### src/rtl/reorder_buffer_if.sv
// Issue / CDB / retire / operand-lookup bundle between the core and the reorder buffer.
// master = core side (issue, CDB, lookups); slave = the reorder buffer itself.
interface reorder_buffer_if #(
  parameter int ID_W  = 4,
  parameter int REG_W = 4
);
  logic             alloc_req;
  logic [REG_W-1:0] alloc_dest;
  logic             alloc_ready;
  logic [ID_W-1:0]  alloc_id;

  logic             load_rob;
  logic [ID_W-1:0]  rob_in;
  logic [REG_W-1:0] dest_rob;

  logic             cdb_valid;
  logic [ID_W-1:0]  cdb_id;
  logic [15:0]      cdb_value;
  logic             cdb_mispredict;

  logic             load_value;
  logic [15:0]      value_in;
  logic [REG_W-1:0] dest_value;
  logic             commit_valid;
  logic             flush;

  logic [ID_W-1:0]  rd_id_a;
  logic [ID_W-1:0]  rd_id_b;
  logic             rd_ready_a;
  logic             rd_ready_b;
  logic [15:0]      rd_value_a;
  logic [15:0]      rd_value_b;

  // Handshake: an entry is allocated on a clock edge iff alloc_req & alloc_ready
  // were both high in the preceding cycle; alloc_id is the tag handed out.
  modport master (
    output alloc_req, alloc_dest, cdb_valid, cdb_id, cdb_value, cdb_mispredict,
           rd_id_a, rd_id_b,
    input  alloc_ready, alloc_id, load_rob, rob_in, dest_rob, load_value, value_in,
           dest_value, commit_valid, flush, rd_ready_a, rd_ready_b, rd_value_a, rd_value_b
  );

  modport slave (
    input  alloc_req, alloc_dest, cdb_valid, cdb_id, cdb_value, cdb_mispredict,
           rd_id_a, rd_id_b,
    output alloc_ready, alloc_id, load_rob, rob_in, dest_rob, load_value, value_in,
           dest_value, commit_valid, flush, rd_ready_a, rd_ready_b, rd_value_a, rd_value_b
  );
endinterface

### src/rtl/reorder_buffer.sv
// In-order-commit reorder buffer: allocates tags at issue, captures CDB results,
// retires one entry per cycle in program order and flushes on a mispredicted branch.
module reorder_buffer #(
  parameter int DEPTH  = 8,
  parameter int ID_W   = 4,
  parameter int REG_W  = 4,
  parameter int PC_REG = 8
) (
  input  logic             clk,
  input  logic             reset_n,
  reorder_buffer_if.slave  rob
);

  localparam int PTR_W = (DEPTH > 1) ? $clog2(DEPTH) : 1;
  localparam logic [PTR_W:0] PTR_ONE = (PTR_W + 1)'(1);

  // Pointers carry one extra wrap bit so full and empty are distinguishable.
  logic [PTR_W:0]   head_q;
  logic [PTR_W:0]   tail_q;
  logic [DEPTH-1:0] valid_q;
  logic [DEPTH-1:0] done_q;
  logic [DEPTH-1:0] mis_q;
  logic [REG_W-1:0] dest_q  [DEPTH];
  logic [15:0]      value_q [DEPTH];

  logic [PTR_W-1:0] head_idx;
  logic [PTR_W-1:0] tail_idx;
  logic [PTR_W-1:0] cdb_idx;
  logic             full;
  logic             empty;
  logic             alloc_fire;
  logic             cdb_hit;
  logic             commit;
  logic             flush_now;

  assign head_idx = head_q[PTR_W-1:0];
  assign tail_idx = tail_q[PTR_W-1:0];
  assign cdb_idx  = rob.cdb_id[PTR_W-1:0];

  assign full  = (head_q[PTR_W] != tail_q[PTR_W]) && (head_idx == tail_idx);
  assign empty = (head_q == tail_q);

  // Allocation: no bypass from a same-cycle retire when full.
  assign rob.alloc_ready = !full && !flush_now;
  assign rob.alloc_id    = ID_W'(tail_idx);
  assign alloc_fire      = rob.alloc_req && rob.alloc_ready;

  // Rename port is combinational so the regfile latches the tag on the allocating edge.
  assign rob.load_rob = alloc_fire && (rob.alloc_dest != REG_W'(PC_REG));
  assign rob.rob_in   = rob.alloc_id;
  assign rob.dest_rob = rob.alloc_dest;

  // Invalid (all-ones) and out-of-range tags both fail the range test.
  assign cdb_hit = rob.cdb_valid && (rob.cdb_id < ID_W'(DEPTH)) && valid_q[cdb_idx];

  // Retire reads registered done bits only, so a CDB write is retirable one cycle later.
  assign commit    = !empty && valid_q[head_idx] && done_q[head_idx];
  assign flush_now = commit && mis_q[head_idx];

  assign rob.commit_valid = commit;
  assign rob.flush        = flush_now;
  assign rob.load_value   = commit && !mis_q[head_idx] && (dest_q[head_idx] != REG_W'(PC_REG));
  assign rob.value_in     = commit ? value_q[head_idx] : 16'h0000;
  assign rob.dest_value   = commit ? dest_q[head_idx]  : '0;

  // Operand lookup with same-cycle CDB bypass, for both read ports.
  logic [ID_W-1:0] rd_id  [2];
  logic [1:0]      rd_rdy;
  logic [15:0]     rd_val [2];

  always_comb begin
    rd_id[0] = rob.rd_id_a;
    rd_id[1] = rob.rd_id_b;
    rd_rdy   = 2'b00;
    rd_val[0] = 16'h0000;
    rd_val[1] = 16'h0000;
    for (int p = 0; p < 2; p++) begin
      if ((rd_id[p] < ID_W'(DEPTH)) && valid_q[rd_id[p][PTR_W-1:0]]) begin
        if (rob.cdb_valid && (rob.cdb_id == rd_id[p])) begin
          rd_rdy[p] = 1'b1;
          rd_val[p] = rob.cdb_value;
        end else begin
          rd_rdy[p] = done_q[rd_id[p][PTR_W-1:0]];
          rd_val[p] = value_q[rd_id[p][PTR_W-1:0]];
        end
      end
    end
  end

  assign rob.rd_ready_a = rd_rdy[0];
  assign rob.rd_ready_b = rd_rdy[1];
  assign rob.rd_value_a = rd_val[0];
  assign rob.rd_value_b = rd_val[1];

  // A flush overrides any allocation or CDB write on the same edge.
  always_ff @(posedge clk or negedge reset_n) begin
    if (!reset_n) begin
      head_q  <= '0;
      tail_q  <= '0;
      valid_q <= '0;
      done_q  <= '0;
      mis_q   <= '0;
      for (int i = 0; i < DEPTH; i++) begin
        dest_q[i]  <= '0;
        value_q[i] <= 16'h0000;
      end
    end else if (flush_now) begin
      head_q  <= '0;
      tail_q  <= '0;
      valid_q <= '0;
      done_q  <= '0;
      mis_q   <= '0;
    end else begin
      if (alloc_fire) begin
        valid_q[tail_idx] <= 1'b1;
        done_q[tail_idx]  <= 1'b0;
        mis_q[tail_idx]   <= 1'b0;
        dest_q[tail_idx]  <= rob.alloc_dest;
        value_q[tail_idx] <= 16'h0000;
        tail_q            <= tail_q + PTR_ONE;
      end
      if (cdb_hit) begin
        done_q[cdb_idx]  <= 1'b1;
        mis_q[cdb_idx]   <= rob.cdb_mispredict;
        value_q[cdb_idx] <= rob.cdb_value;
      end
      if (commit) begin
        valid_q[head_idx] <= 1'b0;
        done_q[head_idx]  <= 1'b0;
        head_q            <= head_q + PTR_ONE;
      end
    end
  end

endmodule

### src/flat_wrapper.sv
// flat-port wrapper written by rule: the top's interface ports become plain ports
module reorder_buffer_flat 
#(
  parameter int DEPTH  = 8,
  parameter int ID_W   = 4,
  parameter int REG_W  = 4,
  parameter int PC_REG = 8
)
  (clk, reset_n, rob_alloc_req, rob_alloc_dest, rob_cdb_valid, rob_cdb_id, rob_cdb_value, rob_cdb_mispredict, rob_rd_id_a, rob_rd_id_b, rob_alloc_ready, rob_alloc_id, rob_load_rob, rob_rob_in, rob_dest_rob, rob_load_value, rob_value_in, rob_dest_value, rob_commit_valid, rob_flush, rob_rd_ready_a, rob_rd_ready_b, rob_rd_value_a, rob_rd_value_b);
  reorder_buffer_if #(.ID_W(ID_W), .REG_W(REG_W)) rob_i ();
  input  logic clk;
  input  logic reset_n;
  input wire logic [$bits(rob_i.alloc_req)-1:0] rob_alloc_req;
  input wire logic [$bits(rob_i.alloc_dest)-1:0] rob_alloc_dest;
  input wire logic [$bits(rob_i.cdb_valid)-1:0] rob_cdb_valid;
  input wire logic [$bits(rob_i.cdb_id)-1:0] rob_cdb_id;
  input wire logic [$bits(rob_i.cdb_value)-1:0] rob_cdb_value;
  input wire logic [$bits(rob_i.cdb_mispredict)-1:0] rob_cdb_mispredict;
  input wire logic [$bits(rob_i.rd_id_a)-1:0] rob_rd_id_a;
  input wire logic [$bits(rob_i.rd_id_b)-1:0] rob_rd_id_b;
  output wire logic [$bits(rob_i.alloc_ready)-1:0] rob_alloc_ready;
  output wire logic [$bits(rob_i.alloc_id)-1:0] rob_alloc_id;
  output wire logic [$bits(rob_i.load_rob)-1:0] rob_load_rob;
  output wire logic [$bits(rob_i.rob_in)-1:0] rob_rob_in;
  output wire logic [$bits(rob_i.dest_rob)-1:0] rob_dest_rob;
  output wire logic [$bits(rob_i.load_value)-1:0] rob_load_value;
  output wire logic [$bits(rob_i.value_in)-1:0] rob_value_in;
  output wire logic [$bits(rob_i.dest_value)-1:0] rob_dest_value;
  output wire logic [$bits(rob_i.commit_valid)-1:0] rob_commit_valid;
  output wire logic [$bits(rob_i.flush)-1:0] rob_flush;
  output wire logic [$bits(rob_i.rd_ready_a)-1:0] rob_rd_ready_a;
  output wire logic [$bits(rob_i.rd_ready_b)-1:0] rob_rd_ready_b;
  output wire logic [$bits(rob_i.rd_value_a)-1:0] rob_rd_value_a;
  output wire logic [$bits(rob_i.rd_value_b)-1:0] rob_rd_value_b;
  assign rob_i.alloc_req = rob_alloc_req;
  assign rob_i.alloc_dest = rob_alloc_dest;
  assign rob_i.cdb_valid = rob_cdb_valid;
  assign rob_i.cdb_id = rob_cdb_id;
  assign rob_i.cdb_value = rob_cdb_value;
  assign rob_i.cdb_mispredict = rob_cdb_mispredict;
  assign rob_i.rd_id_a = rob_rd_id_a;
  assign rob_i.rd_id_b = rob_rd_id_b;
  assign rob_alloc_ready = rob_i.alloc_ready;
  assign rob_alloc_id = rob_i.alloc_id;
  assign rob_load_rob = rob_i.load_rob;
  assign rob_rob_in = rob_i.rob_in;
  assign rob_dest_rob = rob_i.dest_rob;
  assign rob_load_value = rob_i.load_value;
  assign rob_value_in = rob_i.value_in;
  assign rob_dest_value = rob_i.dest_value;
  assign rob_commit_valid = rob_i.commit_valid;
  assign rob_flush = rob_i.flush;
  assign rob_rd_ready_a = rob_i.rd_ready_a;
  assign rob_rd_ready_b = rob_i.rd_ready_b;
  assign rob_rd_value_a = rob_i.rd_value_a;
  assign rob_rd_value_b = rob_i.rd_value_b;
  reorder_buffer #(.DEPTH(DEPTH), .ID_W(ID_W), .REG_W(REG_W), .PC_REG(PC_REG)) u_core (.clk(clk), .reset_n(reset_n), .rob(rob_i));
endmodule
### config.mk
export PLATFORM = sky130hd
export DESIGN_NAME = reorder_buffer_flat
export DESIGN_NICKNAME = d
export VERILOG_FILES = /design/src/rtl/reorder_buffer_if.sv /design/src/rtl/reorder_buffer.sv /design/src/flat_wrapper.sv
export SDC_FILE = /design/constraint.sdc
export NUM_CORES = 1
export LEC_CHECK = 0
export ABC_CLOCK_PERIOD_IN_PS = 2550
export BUFFER_PORTS_ARGS = -buffer_cell sky130_fd_sc_hd__buf_2
export CORE_UTILIZATION = 55
export CTS_BUF_LIST = sky130_fd_sc_hd__clkbuf_8 sky130_fd_sc_hd__clkbuf_16
export DETAILED_ROUTE_END_ITERATION = 10
export MAX_ROUTING_LAYER = met4
export PLACE_DENSITY = 0.78
export SLEW_MARGIN = 20
export SYNTH_ARGS = -nofsm -noshare
export SYNTH_HDL_FRONTEND = slang
export SYNTH_SLANG_ARGS = --single-unit
### constraint.sdc
create_clock -name clk -period 2.55 [get_ports clk]
set_clock_uncertainty 0.05 [all_clocks]
set_input_delay 0.51 -clock clk [delete_from_list [all_inputs] [get_ports clk]]
set_output_delay 0.51 -clock clk [all_outputs]
set_load 0.02 [all_outputs]
**Yosys cells after proc, flatten, opt, wreduce, memory -nomap -nowiden**

Index checks and enable logic that the tools add are counted.

- Bits in registers: 192
- Bits of input ports: 37
- Output and inout bits: 71
- Word-level logic and storage cells: 165

- $add $sub $neg: 2
- $lt $le $gt $ge: 18
- Equal/unequal tests: 7
- Mux-type cells: 74
- Bitwise gates (word level): 16
- Reduce and logical (&&, ||, !) cells: 27

Operators by type and width:

| kind | count |
|---|---|
| two-way mux 128 bit | 3 |
| two-way mux 16 bit | 13 |
| binary-select mux 16 bit (select 3 bit) | 3 |
| AND 128 bit | 1 |
| bitwise mux 128 bit | 1 |
| NOT 128 bit | 1 |
| two-way mux 8 bit | 14 |
| demux 16 bit (select 3 bit) | 2 |
| AND 8 bit | 4 |
| bitwise mux 32 bit | 1 |
| two-way mux 4 bit | 8 |
| binary-select mux 1 bit (select 3 bit) | 8 |
| greater-or-equal comparator 4 bit, second input constant | 5 |
| logical AND 1 bit | 20 |
| less-than comparator 3 x 4 -> 1 bit, second input constant | 5 |
| NOT 3 -> 4 bit | 5 |
| NOT 8 bit | 2 |
| OR 8 bit | 2 |
| two-way mux 1 bit | 15 |
| binary-select mux 4 bit (select 3 bit) | 1 |
| demux 4 bit (select 3 bit) | 1 |
| == test 4 bit | 3 |
| less-than comparator 4 bit, second input constant | 3 |
| demux 1 bit (select 3 bit) | 3 |
| other kinds (11) | 20 |

**Depth between registers and ports, before layout**

- Depth after elaboration: 16
- Depth in mapped cells: 11
- Mapped depth without buffers: 7

**Worst setup path after synthesis**

Ideal clock, no wire load.

- Path type: register to output
- From: register u_core.head_q[0]
- To: output rob_value_in[10]
- Arrival time: 2416 ps
- Required time: 1990 ps
- Slack: -426 ps
- Stages on the path, launching flop included: 11
- Buffers on the path: 5
- Path through: dfrtp_1 buf_4 nor2b_4 nand2b_1 buf_2 o22ai_1 o221ai_2 buf_6 buf_6 buf_6 nor4_1

- Word-level cells in the longest chain between the ends: 5
- Elaborated cells on any way between the ends: 13
- Classes of those cells: eq/ne: 1; mux: 8; bitwise: 1; reduce/logical: 3

RTL lines:

| element | RTL line | text |
|---|---|---|
| start, declared | reorder_buffer.sv:18 | `logic [PTR_W:0] head_q;` |
| start signal, assigned | reorder_buffer.sv:130 | `head_q <= head_q + PTR_ONE;` |
| NOT 3 -> 4 bit (not written as such), or another cell as far along | reorder_buffer.sv:63 | `assign rob.value_in = commit ? value_q[head_idx] : 16'h0000;` |
| binary-select mux 16 bit (select 3 bit), or another cell as far along | reorder_buffer.sv:63 |  |
| two-way mux 16 bit (not written as such) or logical AND 1 bit (tied branches) (2 in series) | reorder_buffer.sv:63, reorder_buffer.sv:57 |  |
| two-way mux 16 bit * | reorder_buffer.sv:63 |  |
| end, declared | flat_wrapper.sv:27 | `output wire logic [$bits(rob_i.value_in)-1:0] rob_value_in;` |

Every way passes the cells marked *; elsewhere a longest branch is shown, timed or not. The select of a mux whose other input is x is not followed.

**Worst setup path after layout**

- From: register u_core.head_q[2]
- To: output rob_load_value

- Word-level cells in the longest chain between the ends: 6
- Elaborated cells on any way between the ends: 18
- Classes of those cells: eq/ne: 2; mux: 9; bitwise: 1; reduce/logical: 6

RTL lines:

| element | RTL line | text |
|---|---|---|
| NOT 3 -> 4 bit (not written as such), or another cell as far along | reorder_buffer.sv:62 | `assign rob.load_value = commit && !mis_q[head_idx] && (dest_q[head_idx] != REG_W'(PC_REG));` |
| binary-select mux 4 bit (select 3 bit), or another cell as far along | reorder_buffer.sv:62 |  |
| two-way mux 4 bit (not written as such) or logical AND 1 bit (tied branches) (2 in series) | reorder_buffer.sv:62, reorder_buffer.sv:57 |  |
| != test 4 bit or logical AND 1 bit (tied branches) | reorder_buffer.sv:62 |  |
| logical AND 1 bit * | reorder_buffer.sv:62 |  |
| end, declared | flat_wrapper.sv:26 | `output wire logic [$bits(rob_i.load_value)-1:0] rob_load_value;` |

Marks and branches as above.

==> impl_metrics.toml <==
[place]
place_area_mm2 = 0.0138
place.gp.congestion = 0.948
hpwl_mm = 27.0
post-place-ws_ps = -264
io_buffers = 105

[sta]
period_share_pct = 126
worstMarginPinSlew_ps = 738
max_slew_margin_pct = 50.1
fmax_ghz = 0.312
maxSlewViolCount = 0
finalHoldViolCount = 0
setup_viol_count_final = 229
fin_tns_setup_ps = -59030
grt_setup_unrepaired = "true"
fin_crit_ps = 3210
setup_ws_ps = -658

[setup_path]
setup.worst_path.end_class = "output pin"
crit_chain = "buf_6 > mux2_4 > a221oi_4 > a21oi_2 > o221ai_4 > buf_12 > inv_4 > buf_4 > nand2_2 > a21oi_2 > buf_4"
critPathSlowestCell = "dfrtp_2"
crit_buf_inv = 5
cpPeakStageDelay_ps = 450
r2r-start = "u_core.head_q[2]"
path_delay_family = "buffers and inverters"
startpoint_type = "flip-flop"
path_class = "reg -> out"
crit_required_ps = 1990
r2r-end = "u_core.value_q[52]"
reg2reg_depth = 15
cp.arrival_ps = 2650
r2r_slack_ps = -430
cp_max_fo = 6

[pwr]
clock_power_share_pct = 13.6
p_int_mw = 11.5
p_per_area_mw_per_mm2 = 1270
p_leak_nw = 6.97
combinationalPowerShare_pct = 58.5
p_switching_mw = 9.06
p_seq_share_pct = 27.8
switching_share_pct = 44.1
ir_drop_uv = 965

[logic_synthesis]
ys_seq_area_share_pct = 41.4
netlist_area_mm2 = 0.0116
ys_seq_elements = 192
ys_types = 67
synthFlopType = "dfrtp_1"
synth-edff-count = 0
synthCells = 983
syn_area_per_cell_um2 = 11.8
synth_warnings = 0
async_reset_ff_share_pct = 100

[clock_network]
numCtsBuffers = 17
clock_latency_ps = 460
path_clk_slew_ps = 70
clockBufferDepth = 2
cts_tree = "done"
cts-root-buf = "clkbuf_16"
clkSinkCount = 192
postCtsHoldBufs = 0
h-tree-depth = 4

[route]
vias = 11800
vias_per_cell = 7.97
wl_per_cell_um = 33.9
dr.pass1.iters = 6
wl_mm = 50.0
ant_nets = 0
drc = 0
drt_first_iter_violations = 1848

[global_route]
grt_usage_pct = 45.8
grt_overflow = 0
grt_max_degree = 71
antenna_found_initial = 2
grt_first_pass_wirelength_mm = 71.2
grt_pass1_vias = 11800

[floorplanning]
die-area_mm2 = 0.0217
die_w_um = 147
die_h_um = 147
io_pins = 108
rows = 52
coreArea_mm2 = 0.0204
start_util_pct = 56.8

[final_layout]
syn2layout_area_growth_pct = 39.5
final_area_mm2 = 0.0162
nets = 1230
final_layout_size_suffix_gt1_share_pct = 47.6

[hold_path]
hold_class = "in -> async"

[outcome]
status = "finished, violations left"
violations = "negative setup slack"

[job]
cap_violations = 0
## cell usage after synthesis, drive strengths merged, types with 6 or more instances
cell type / instances / share of area (%)
a21oi: 38 / 2.3
nand2b: 7 / 0.38
inv: 11 / 0.36
a211oi: 39 / 2.5
xor2: 12 / 0.91
a22oi: 6 / 0.39
and3: 7 / 0.38
mux2i: 46 / 4.0
dfrtp: 192 / 41
a22o: 130 / 9.8
nor2: 63 / 2.1
o22a: 13 / 0.98
mux2: 36 / 3.5
mux4: 72 / 14
nor2b: 6 / 0.39
o21ai: 15 / 0.81
nor3: 10 / 0.43
o22ai: 41 / 2.6
clkbuf: 49 / 1.6
buf: 59 / 3.4
o221ai: 14 / 1.1
nand2: 29 / 0.94
nor4: 15 / 0.81
nor3b: 6 / 0.39
nand3: 15 / 0.65
or3: 8 / 0.43
## worst max path at each step
stage	slack [ps]	start	to	cells after the start
final	-660	u_core.head_q[2]	rob_load_value	11
after global routing	-720	u_core.head_q[2]	rob_value_in[6]	10
after CTS	-510	u_core.head_q[0]	rob_value_in[6]	9
after detailed placement	-260	u_core.head_q[0]	u_core.value_q[42]	9
after global placement	-140	u_core.head_q[0]	rob_load_value	9
after floorplan	-60	u_core.head_q[0]	rob_value_in[13]	10
## what timing repair did
action,in CTS,in global routing
buffers inserted,40,21
setup endpoints to repair,215,209
gates cloned,3,2
pin swaps,41,27
gates resized for setup,204,64
## power by group through the flow
stage / clock network, mW / registers, mW / logic (mW)
after CTS: 2.73 / 5.42 / 10.6
after global placement: 0 / 5.36 / 8.53
final: 2.80 / 5.72 / 12.0
after global routing: 2.87 / 5.72 / 12.4
after floorplan: 0 / 5.00 / 6.12
after detailed placement: 0 / 5.45 / 8.77
## cells in the final DEF, fill, tap and decap left out, types with 14 or more instances in the layout
cell type,count
nand2_1,23
nor4_4,15
a211oi_4,24
buf_12,48
clkbuf_16,20
nor2_1,55
mux2_2,20
o22ai_1,35
a21oi_4,14
mux2i_1,43
mux2_4,16
buf_6,63
a21oi_1,18
a22o_1,129
buf_2,45
buf_4,126
mux4_2,72
dfrtp_1,187
## registers in the layout, summed over array words and instances, names as in the netlist
register        flops
u_core.tail_q       4
u_core.dest_q      32
u_core.valid_q      8
u_core.head_q       4
u_core.done_q       8
u_core.mis_q        8
u_core.value_q    128
## layer usage
metal / vias up / share of wire [%] / global-route usage, % / wire, um
met5: - / 0 / - / 0
met4: 0 / 9.4 / 31.8 / 4710
met3: 523 / 14 / 15.3 / 7200
met2: 1321 / 44 / 67.1 / 22100
met1: 5628 / 32 / 53.0 / 16000
li1: 4279 / - / - / -
## cells by family after synthesis
group	after synthesis	share of synthesized area (%)
multiplexers	154	21.4
XOR/XNOR	16	1.21
adder cells (fa/ha/maj)	2	0.216
AO/OA/AOI/OAI	317	22.4
flip-flops	192	41.4
buffers and inverters	119	5.35
other	1	0.0323
AND/OR/NAND/NOR	182	7.94
## final cells by class
class                           instances  area, um^2
Fill cell                            1058        4240
Multi-Input combinational cell        673        7290
Clock inverter                         12         134
Inverter                               11        46.3
Clock buffer                           19         453
Timing Repair Buffer                  296        3110
Antenna cell                            2        5.00
Tap cell                              270         338
Sequential cell                       192        4810
## through the flow
stage               hold WS (ps)  power [mW]  instances  utilization [%]
global route                68.3        21.0       1475             79.2
detailed placement           444        14.2       1384             67.6
floorplan                    164        11.1        984                -
finish                      26.8        20.6       1475             79.2
global placement             435        13.9       1384             67.6
CTS                         59.3        18.7       1456             77.1
(Power assumes the default switching activity.)
